==> src/rtl/bird_pkg.sv <==
// Shared types and default constants for the bird motion controller.
package bird_pkg;

    typedef enum logic [1:0] {
        IDLE,
        RISE,
        FALL,
        DEAD
    } motion_state_t;

    localparam int HEIGHT_W           = 4;
    localparam int CNT_W              = 4;
    localparam int DEFAULT_TOP        = 15;
    localparam int DEFAULT_FLOOR      = 0;
    localparam int DEFAULT_RISE_TICKS = 3;
    localparam int DEFAULT_FALL_DIV   = 2;

endpackage

==> src/rtl/edge_det.sv <==
// Rising-edge detector for the flap level. The history register resets
// high so that a level already high when reset releases is not an edge.
module edge_det (
    input  logic clk,
    input  logic reset,
    input  logic in,
    output logic rise
);

    logic in_q;

    // Remember last cycle's level; reset to 1 to suppress a spurious edge.
    always_ff @(posedge clk) begin
        if (reset) begin
            in_q <= 1'b1;
        end else begin
            in_q <= in;
        end
    end

    assign rise = in & ~in_q;

endmodule

==> src/rtl/bird_motion_ctrl.sv <==
// Bird motion sequencer: turns flap edges and game ticks into single-cycle
// incr/decr pulses for the height counter, clamps at the ceiling and raises
// a sticky crash flag when a fall step is requested at the floor.
module bird_motion_ctrl #(
    parameter int HEIGHT_W   = bird_pkg::HEIGHT_W,
    parameter int TOP        = bird_pkg::DEFAULT_TOP,
    parameter int FLOOR      = bird_pkg::DEFAULT_FLOOR,
    parameter int RISE_TICKS = bird_pkg::DEFAULT_RISE_TICKS,
    parameter int FALL_DIV   = bird_pkg::DEFAULT_FALL_DIV
) (
    input  logic                clk,
    input  logic                reset,
    input  logic                flap,
    input  logic                tick,
    input  logic [HEIGHT_W-1:0] height,
    output logic                incr,
    output logic                decr,
    output logic                crash,
    output logic                rising
);

    import bird_pkg::*;

    localparam logic [HEIGHT_W-1:0] TOP_H      = HEIGHT_W'(TOP);
    localparam logic [HEIGHT_W-1:0] FLOOR_H    = HEIGHT_W'(FLOOR);
    localparam logic [CNT_W-1:0]    RISE_LOAD  = CNT_W'(RISE_TICKS);
    localparam logic [CNT_W-1:0]    FALL_LAST  = CNT_W'(FALL_DIV - 1);
    localparam logic [CNT_W-1:0]    CNT_ONE    = CNT_W'(1);

    motion_state_t    state;
    logic [CNT_W-1:0] rise_cnt;
    logic [CNT_W-1:0] fall_cnt;
    logic             flap_edge;

    edge_det u_flap_edge (
        .clk   (clk),
        .reset (reset),
        .in    (flap),
        .rise  (flap_edge)
    );

    // Motion FSM with its counters and registered pulse/status outputs.
    always_ff @(posedge clk) begin
        if (reset) begin
            state    <= IDLE;
            incr     <= 1'b0;
            decr     <= 1'b0;
            crash    <= 1'b0;
            rising   <= 1'b0;
            rise_cnt <= '0;
            fall_cnt <= '0;
        end else begin
            incr <= 1'b0;
            decr <= 1'b0;
            case (state)
                IDLE: begin
                    if (flap_edge) begin
                        state    <= RISE;
                        rising   <= 1'b1;
                        rise_cnt <= RISE_LOAD;
                        fall_cnt <= '0;
                    end
                end
                RISE: begin
                    if (flap_edge) begin
                        rise_cnt <= RISE_LOAD;
                        fall_cnt <= '0;
                    end else if (tick) begin
                        incr     <= (height != TOP_H);
                        rise_cnt <= rise_cnt - CNT_ONE;
                        if (rise_cnt == CNT_ONE) begin
                            state    <= FALL;
                            rising   <= 1'b0;
                            fall_cnt <= '0;
                        end
                    end
                end
                FALL: begin
                    if (flap_edge) begin
                        state    <= RISE;
                        rising   <= 1'b1;
                        rise_cnt <= RISE_LOAD;
                        fall_cnt <= '0;
                    end else if (tick) begin
                        if (fall_cnt == FALL_LAST) begin
                            fall_cnt <= '0;
                            if (height == FLOOR_H) begin
                                state <= DEAD;
                                crash <= 1'b1;
                            end else begin
                                decr <= 1'b1;
                            end
                        end else begin
                            fall_cnt <= fall_cnt + CNT_ONE;
                        end
                    end
                end
                DEAD: begin
                    crash  <= 1'b1;
                    rising <= 1'b0;
                end
                default: begin
                    state  <= IDLE;
                    rising <= 1'b0;
                end
            endcase
        end
    end

endmodule

==> config.mk <==
export PLATFORM = sky130hd
export DESIGN_NAME = bird_motion_ctrl
export DESIGN_NICKNAME = d
export VERILOG_FILES = /design/src/rtl/bird_pkg.sv /design/src/rtl/edge_det.sv /design/src/rtl/bird_motion_ctrl.sv
export SDC_FILE = /design/constraint.sdc
export NUM_CORES = 1
export LEC_CHECK = 0
export BUFFER_PORTS_ARGS = -buffer_cell sky130_fd_sc_hd__buf_2
export CAP_MARGIN = 10
export CORE_MARGIN = 2
export CORE_UTILIZATION = 46
export CTS_CLUSTER_DIAMETER = 200
export DETAILED_ROUTE_END_ITERATION = 6
export PLACE_DENSITY = 0.77
export SYNTH_ARGS = -nofsm -noshare
export SYNTH_HDL_FRONTEND = slang
export SYNTH_HIERARCHICAL = 1
export SYNTH_SLANG_ARGS = --single-unit
==> constraint.sdc <==
create_clock -name clk -period 2.25 [get_ports clk]
set_clock_uncertainty 0.1 [all_clocks]
set_input_delay 0.45 -clock clk [delete_from_list [all_inputs] [get_ports clk]]
set_output_delay 0.45 -clock clk [all_outputs]
set_load 0.01 [all_outputs]
======== Word-level counts from Yosys, hierarchy flattened ========
Cells that the tools add are included.
W data, S select, Z words.
word-level totals
  bits in registers ....................... 15
  latch bits .............................. 0
  RAM bits ................................ 0
  memory bits (read-only) ................. 0
  input port bits ......................... 8
  output and inout port bits .............. 4
  logic and storage cells ................. 81
  memories ................................ 0
operators by class
  add/sub/neg operators ................... 2
  $mul .................................... 0
  div/mod/pow operators ................... 0
  $lt $le $gt $ge ......................... 0
  equality and inequality tests ........... 20
  shift-type cells ........................ 0
  multiplexer cells ....................... 32
  bitwise operators ....................... 6
  reduce and logical (&&, ||, !) cells .... 13
operators by type and width
  cell                   number
  $mux W4                10
  $mux W2                8
  $ne A2 B2 Y1 const B   8
  $ne A3 B3 Y1 const B   5
  $pmux W4 S3            1
  $reduce_and A5 Y1      2
  $mux W1                9
  $eq A4 B1 Y1 const B   2
  $pmux W4 S2            1
  $reduce_and A8 Y1      1
  $pmux W2 S3            1
  $not A1 Y1             5
  $reduce_or A5 Y1       1
  $add A4 B1 Y4 const B  1
  $eq A2 B2 Y1 const B   2
  $logic_not A4 Y1       1
  $ne A4 B4 Y1 const B   1
  $reduce_and A4 Y1      1
  $reduce_bool A2 Y1     2
  $reduce_or A4 Y1       1
  $sub A4 B1 Y4 const B  1
  $pmux W1 S3            1
  $reduce_and A3 Y1      1
  $reduce_bool A3 Y1     1
  other kinds (6)        6

======== Longest topological paths before layout ========
Gate-level depths: netlist of run 1.
  depth after elaboration ................. 6
  gate-level depth with buffers ........... 6
  gate-level depth less buffers ........... 6

======== Modules after synthesis ========
Netlist of run 1, hierarchy kept.
modules (own cells, without submodules)
  module            instances  cells each  area an instance (um2)  seq. area each (um2)
  bird_motion_ctrl  1          105         912.1                   280.3
  edge_det          1          3           32.5                    20.0

======== Worst setup path after synthesis of run 1 ========
OpenSTA, ideal clock, no wires.
  kind .................................... register to register
  start ................................... register state[0]
  end ..................................... register state[0]
  setup time .............................. 0.088 ns
  arrival time ............................ 1.592 ns
  data required time ...................... 2.062 ns
  path slack .............................. 0.470 ns
  stages on the path, launching flop included .. 7
  path buffers ............................ 0
  period minus slack after synthesis ...... 1.780 ns
  cell sequence ........................... dfxtp_1 > inv_1 > ha_1 > nor2b_1 > o21ba_4 > or3_1 > o32ai_2
on the way
  word-level cells in the longest chain between the ends .. 3
  elaborated cells between the ends (all ways) .. 13
  classes of those cells .................. eq/ne (9); mux (1); reduce/logical (3)
RTL lines
  element                                                RTL line                source
  from (decl)                                            bird_motion_ctrl.sv:30  motion_state_t state;
  from (signal assigned)                                 bird_motion_ctrl.sv:45  state <= IDLE;
  from (signal assigned)                                 bird_motion_ctrl.sv:58  state <= RISE;
  from (signal assigned)                                 bird_motion_ctrl.sv:72  state <= FALL;
  $eq A2 B2 Y1 (tied with other cells)                   bird_motion_ctrl.sv:55  case (state)
  $ne A3 B3 Y1 (no source line) (tied with other cells)  n/a
  $reduce_and A8 Y1 (no source line)                     n/a
Parallel ways exist; a longest one is shown, timed or not.
A chain may end at the register's enable or synchronous reset.

======== Final worst setup path of run 1 ========
  start ................................... register state[0]
  end ..................................... register state[1]
The elaborated chain is that of the path after synthesis.

==> results of run 1 <==
stage by stage:
step,hold WS (ns),instances
4_1_cts,0.248,147
5_1_grt,0.258,147
3_3_place_gp,0.384,143
6_report,0.248,147
3_5_place_dp,0.392,143
2_1_floorplan,0.360,108
Yosys cell counts (2+ instances only):
cell type	count	share of area
dfxtp_1	15	0.32
ha_1	9	0.12
inv_1	10	0.040
o31ai_1	3	0.024
nand4_1	5	0.033
and2_1	2	0.013
buf_2	2	0.011
o41ai_1	3	0.028
nor2b_1	5	0.033
or3_1	2	0.013
nand2b_1	2	0.013
a21oi_1	11	0.058
nand2_1	4	0.016
nor3_1	8	0.042
nor2_1	5	0.020
layout make-up:
cell class                      count  area [um2]  share of cell area
Sequential cell                    15         300               0.287
Inverter                           10        37.5              0.0358
Clock buffer                        3        22.5              0.0215
Timing Repair Buffer               11        55.1              0.0526
Tap cell                           27        33.8              0.0323
Clock inverter                      1        5.00             0.00478
Multi-Input combinational cell     80         593               0.566
report_power, final:
group	internal, mW	leakage [nW]	switching [mW]
registers	0.303	0.122	0.0400
logic	0.151	0.273	0.201
clock network	0.0661	0.0177	0.0955
total	0.520	0.413	0.337
path summary, 6_finish.rpt:
| path | from | end | slack (ns) |
|---|---|---|---|
| max | state[0] | state[1] | 0.29 |
| min | flap | u_flap_edge/in_q | 0.25 |
| max reg2reg | state[0] | state[1] | 0.29 |
| min reg2reg | rising | rising | 0.42 |
worst max-delay path, cell delays in order, from the launching register on:
cell and delay (ns):
dfxtp_1 0.43, inv_1 0.09, ha_1 0.29, nor2b_1 0.18
o21ba_4 0.22, nor4_2 0.37, mux2i_1 0.22
state kept, by name, summed over array words and instances (netlist names):
name	flops
crash	1
decr	1
fall_cnt	4
incr	1
rise_cnt	4
rising	1
state	2
u_flap_edge/in_q	1
logic make-up (layout without fill, tap and decap cells):
kind of cell / after synthesis / after routing / share of synthesized area
buffers and inverters: 13 / 25 / 0.0543
AO/OA/AOI/OAI: 27 / 27 / 0.208
AND/OR/NAND/NOR: 43 / 43 / 0.290
flip-flops: 15 / 15 / 0.318
multiplexers: 1 / 1 / 0.0106
adder cells (fa/ha/maj): 9 / 9 / 0.119
metal layers:
metal / up-vias / part of all wire
met5: - / 0
met4: 0 / 0.025
met3: 6 / 0.051
met2: 31 / 0.50
met1: 401 / 0.43
li1: 428 / -
==> reports/metrics.csv, run 1 <==
metric,value,unit
number of inserted diodes,0,
number of flops mapped to enable cells by yosys,0,
"commonest cells after routing, fill and taps aside","dfxtp_1 (15), a21oi_1 (11), buf_2 (11)",
proportion of layout cells with a drive suffix above 1,0.167,
maximum number of pins on one net before global-route repair,16,
Cells after Synth,108,
routability congestion estimate from global placement,0.875,
Final nets,138,
utilization after layout,0.539,
maximum vdd drop,0.523,mV
number of port buffers,11,
Floorplan Core Area,1940,um2
average routed wire per standard cell,14.2,um
length in cells of the worst reg-to-reg path,6,
Max H-tree Level,1,
cells resized by post-CTS repair,0,
data arrival time of the critical path,2.09,ns
antenna violations before repair,0,
worst setup path category,reg -> reg,
"worst slack, placed",0.0981,ns
number of remaining DRC errors,0,
number of max-cap violations,0,
Iter 0 DRT Violations,17,
post-synthesis instance area,945,um2
result of the run,"complete, no violations",
Detailed Place HPWL,1.53,mm
die width,49.3,um
final routed wirelength across all metal layers,2.08,mm
unique cell type count in the Yosys netlist,37,
RSZ-0062 raised after global routing,false,
Worst Tran Pin Value,0.622,ns
vias,866,
post-CTS setup buffer count,0,
Final Hold Viols,0,
wire length of the first global-routing pass,3.67,mm
Pwr Total,856,uW
ys async rst share,0,
Post-Syn Area per Cell,8.75,um2
met1 layer usage reported by global route,0.214,
clock latency on the worst-skew pair,0.29,ns
summed negative setup slack over all endpoints,0,ns
primary flip-flop cell chosen by synthesis mapping,dfxtp_1,
Vias/cell,5.89,
library cell used as clock root buffer,clkbuf_4,
met2 Usage GRT,0.336,
Worst setup SP type,flop,
"commonest non-fill, non-tap cell in the layout",dfxtp_1,
final worst-path setup slack,0.288,ns
clock sink count,15,
vias in the first global route,877,
die area,2430,um2
TritonCTS clock tree,done,
Hold/Removal Path Class,in -> reg,
residual overflow from global routing,0,
cell count of the worst hold path,2,
Initial Util,0.486,
TritonCTS Buffers,3,
Pins Over Slew Limit,0,
Worst Setup End Kind,flop,
Layout Area Growth over Synthesis,10.9,%
share of the clock period used by the worst path after layout,0.872,
power density cells,818,nW/um2
busiest layer in global routing,met2,
count of fill cells added during filler insertion,189,
drt pass-1 iters,4,
met3 capacity usage during global routing,0.0368,
syn_nets,125,
Worst EP required,2.38,ns
highest clock frequency the design can meet,510,MHz
total leakage power,0.413,nW
final setup fails,0,
clock input transition at the sequential cells of the worst setup and hold paths,0.10,ns
YS warnings,6,
sequential share of the synthesized area,0.318,
Bufs on Longest Clock Path,2,
CTS Hold Buffers Added,0,
Layout Cell Area excl Fill,1050,um2
shortest period the worst path allows,1.96,ns
worst slew slack as a fraction of its limit,0.585,
Global Route Usage Sum,0.194,
io pins,12,
critical-path maximum fanout,8,
DRT antenna net count,0,
"Cell Area, Placed",1020,um2
Die Height,49.3,um
row cnt,16,
Yosys reg bits,15,
No activity file was read; power rests on OpenSTA's default activity.
==> run 2, diff against run 1 <==
CAP_MARGIN = unset   (was 10)
REMOVE_ABC_BUFFERS = 1   (was unset)
SLEW_MARGIN = 0   (was unset)
==> run 2 against run 1 <==
  * Global-route usage decreased by 1.1 points
  * Sequential cell count unchanged
  * Power decreased by 0.19%
  * Fmax decreased by 2.2%
  * Count of clock-buffer cells in the layout unchanged
  * Sequential share of layout area unchanged
  * Final cell count unchanged
  * Via count decreased by 2.5%
  * Critical path depth unchanged
  * Largest cell class unchanged
==> reports/metrics.csv, run 2 (synthesis results as in run 1) <==
metric,value,unit
vias,844,
antenna violations before repair,0,
count of fill cells added during filler insertion,188,
Iter 0 DRT Violations,15,
row cnt,16,
total leakage power,0.413,nW
Worst EP required,2.38,ns
Bufs on Longest Clock Path,2,
average routed wire per standard cell,13.7,um
clock input transition at the sequential cells of the worst setup and hold paths,0.09,ns
routability congestion estimate from global placement,0.815,
critical-path maximum fanout,8,
Worst Setup End Kind,flop,
summed negative setup slack over all endpoints,0,ns
Vias/cell,5.74,
Final nets,138,
"commonest cells after routing, fill and taps aside","dfxtp_1 (15), a21oi_1 (11), buf_2 (11)",
maximum vdd drop,0.512,mV
final routed wirelength across all metal layers,2.01,mm
Pins Over Slew Limit,0,
Die Height,49.3,um
vias in the first global route,836,
number of port buffers,11,
shortest period the worst path allows,2.00,ns
Initial Util,0.486,
cells resized by post-CTS repair,0,
Detailed Place HPWL,1.52,mm
Layout Area Growth over Synthesis,10.9,%
CTS Hold Buffers Added,0,
"commonest non-fill, non-tap cell in the layout",dfxtp_1,
Worst Tran Pin Value,0.581,ns
RSZ-0062 raised after global routing,false,
Pwr Total,855,uW
residual overflow from global routing,0,
Worst setup SP type,flop,
data arrival time of the critical path,2.14,ns
proportion of layout cells with a drive suffix above 1,0.167,
die width,49.3,um
length in cells of the worst reg-to-reg path,6,
worst setup path category,reg -> reg,
TritonCTS clock tree,done,
maximum number of pins on one net before global-route repair,16,
TritonCTS Buffers,3,
registers with the most flip-flops,"fall_cnt x4, rise_cnt x4, state x2",
share of the clock period used by the worst path after layout,0.891,
clock latency on the worst-skew pair,0.29,ns
worst slew slack as a fraction of its limit,0.612,
library cell used as clock root buffer,clkbuf_4,
clock sink count,15,
Hold/Removal Path Class,in -> reg,
worst hold slack after final layout,0.239,ns
highest clock frequency the design can meet,499,MHz
drt pass-1 iters,4,
utilization after layout,0.539,
start point of the worst min-delay path,flap,
wire length of the first global-routing pass,3.47,mm
Final Hold Viols,0,
cell count of the worst hold path,2,
start point of the critical path,state[0],
post-CTS setup buffer count,0,
io pins,12,
reg-to-reg critical path startpoint,state[0],
Global Route Usage Sum,0.183,
Floorplan Core Area,1940,um2
result of the run,"complete, no violations",
DRT antenna net count,0,
power density cells,816,nW/um2
number of inserted diodes,0,
die area,2430,um2
number of max-cap violations,0,
final setup fails,0,
Max H-tree Level,1,
number of remaining DRC errors,0,
[run 2: cell counts in the layout (fill, tap and decap cells not counted)]
Identical to the previous run, type by type.
[run 2: report_power, final]
| group | internal, mW | leakage [nW] | switching, mW |
|---|---|---|---|
| clock | 0.0663 | 0.0177 | 0.0951 |
| combinational | 0.151 | 0.273 | 0.203 |
| sequential | 0.303 | 0.122 | 0.0356 |
[run 2: final cells by class]
class	count	area, um2	share of cell area
Tap cell	27	33.8	0.0323
Clock buffer	3	22.5	0.0215
Inverter	10	37.5	0.0358
Clock inverter	1	5.00	0.00478
Sequential cell	15	300	0.287
Timing Repair Buffer	11	55.1	0.0526
Multi-Input combinational cell	80	593	0.566
[run 2: worst max-delay path: stages (launching register included)]
cell	delay (ns)
dfxtp_1	0.43
inv_1	0.09
ha_1	0.29
nor2b_1	0.19
o21ba_4	0.23
nor4_2	0.39
mux2i_1	0.22
[run 2: per-layer routing]
metal	routed length, um	vias up	track usage
met5	0	-	0
met4	42	0	0.0952
met3	49	5	0.0184
met2	994	17	0.329
met1	926	397	0.212
li1	-	425	-
[run 2: path summary, 6_finish.rpt]
kind | endpoint | slack [ns]
worst max-delay path | state[1] | 0.25
worst min-delay path | u_flap_edge/in_q | 0.24
worst max register to register | state[1] | 0.25
worst min register to register | fall_cnt[3] | 0.42
[run 2: per-stage QoR]
stage	std cells	cell area, um2	worst slack [ns]
floorplan	105	931	0.406
global placement	143	1020	0.207
detailed placement	143	1020	0.133
CTS	147	1050	0.233
global route	147	1050	0.134
finish	147	1050	0.245
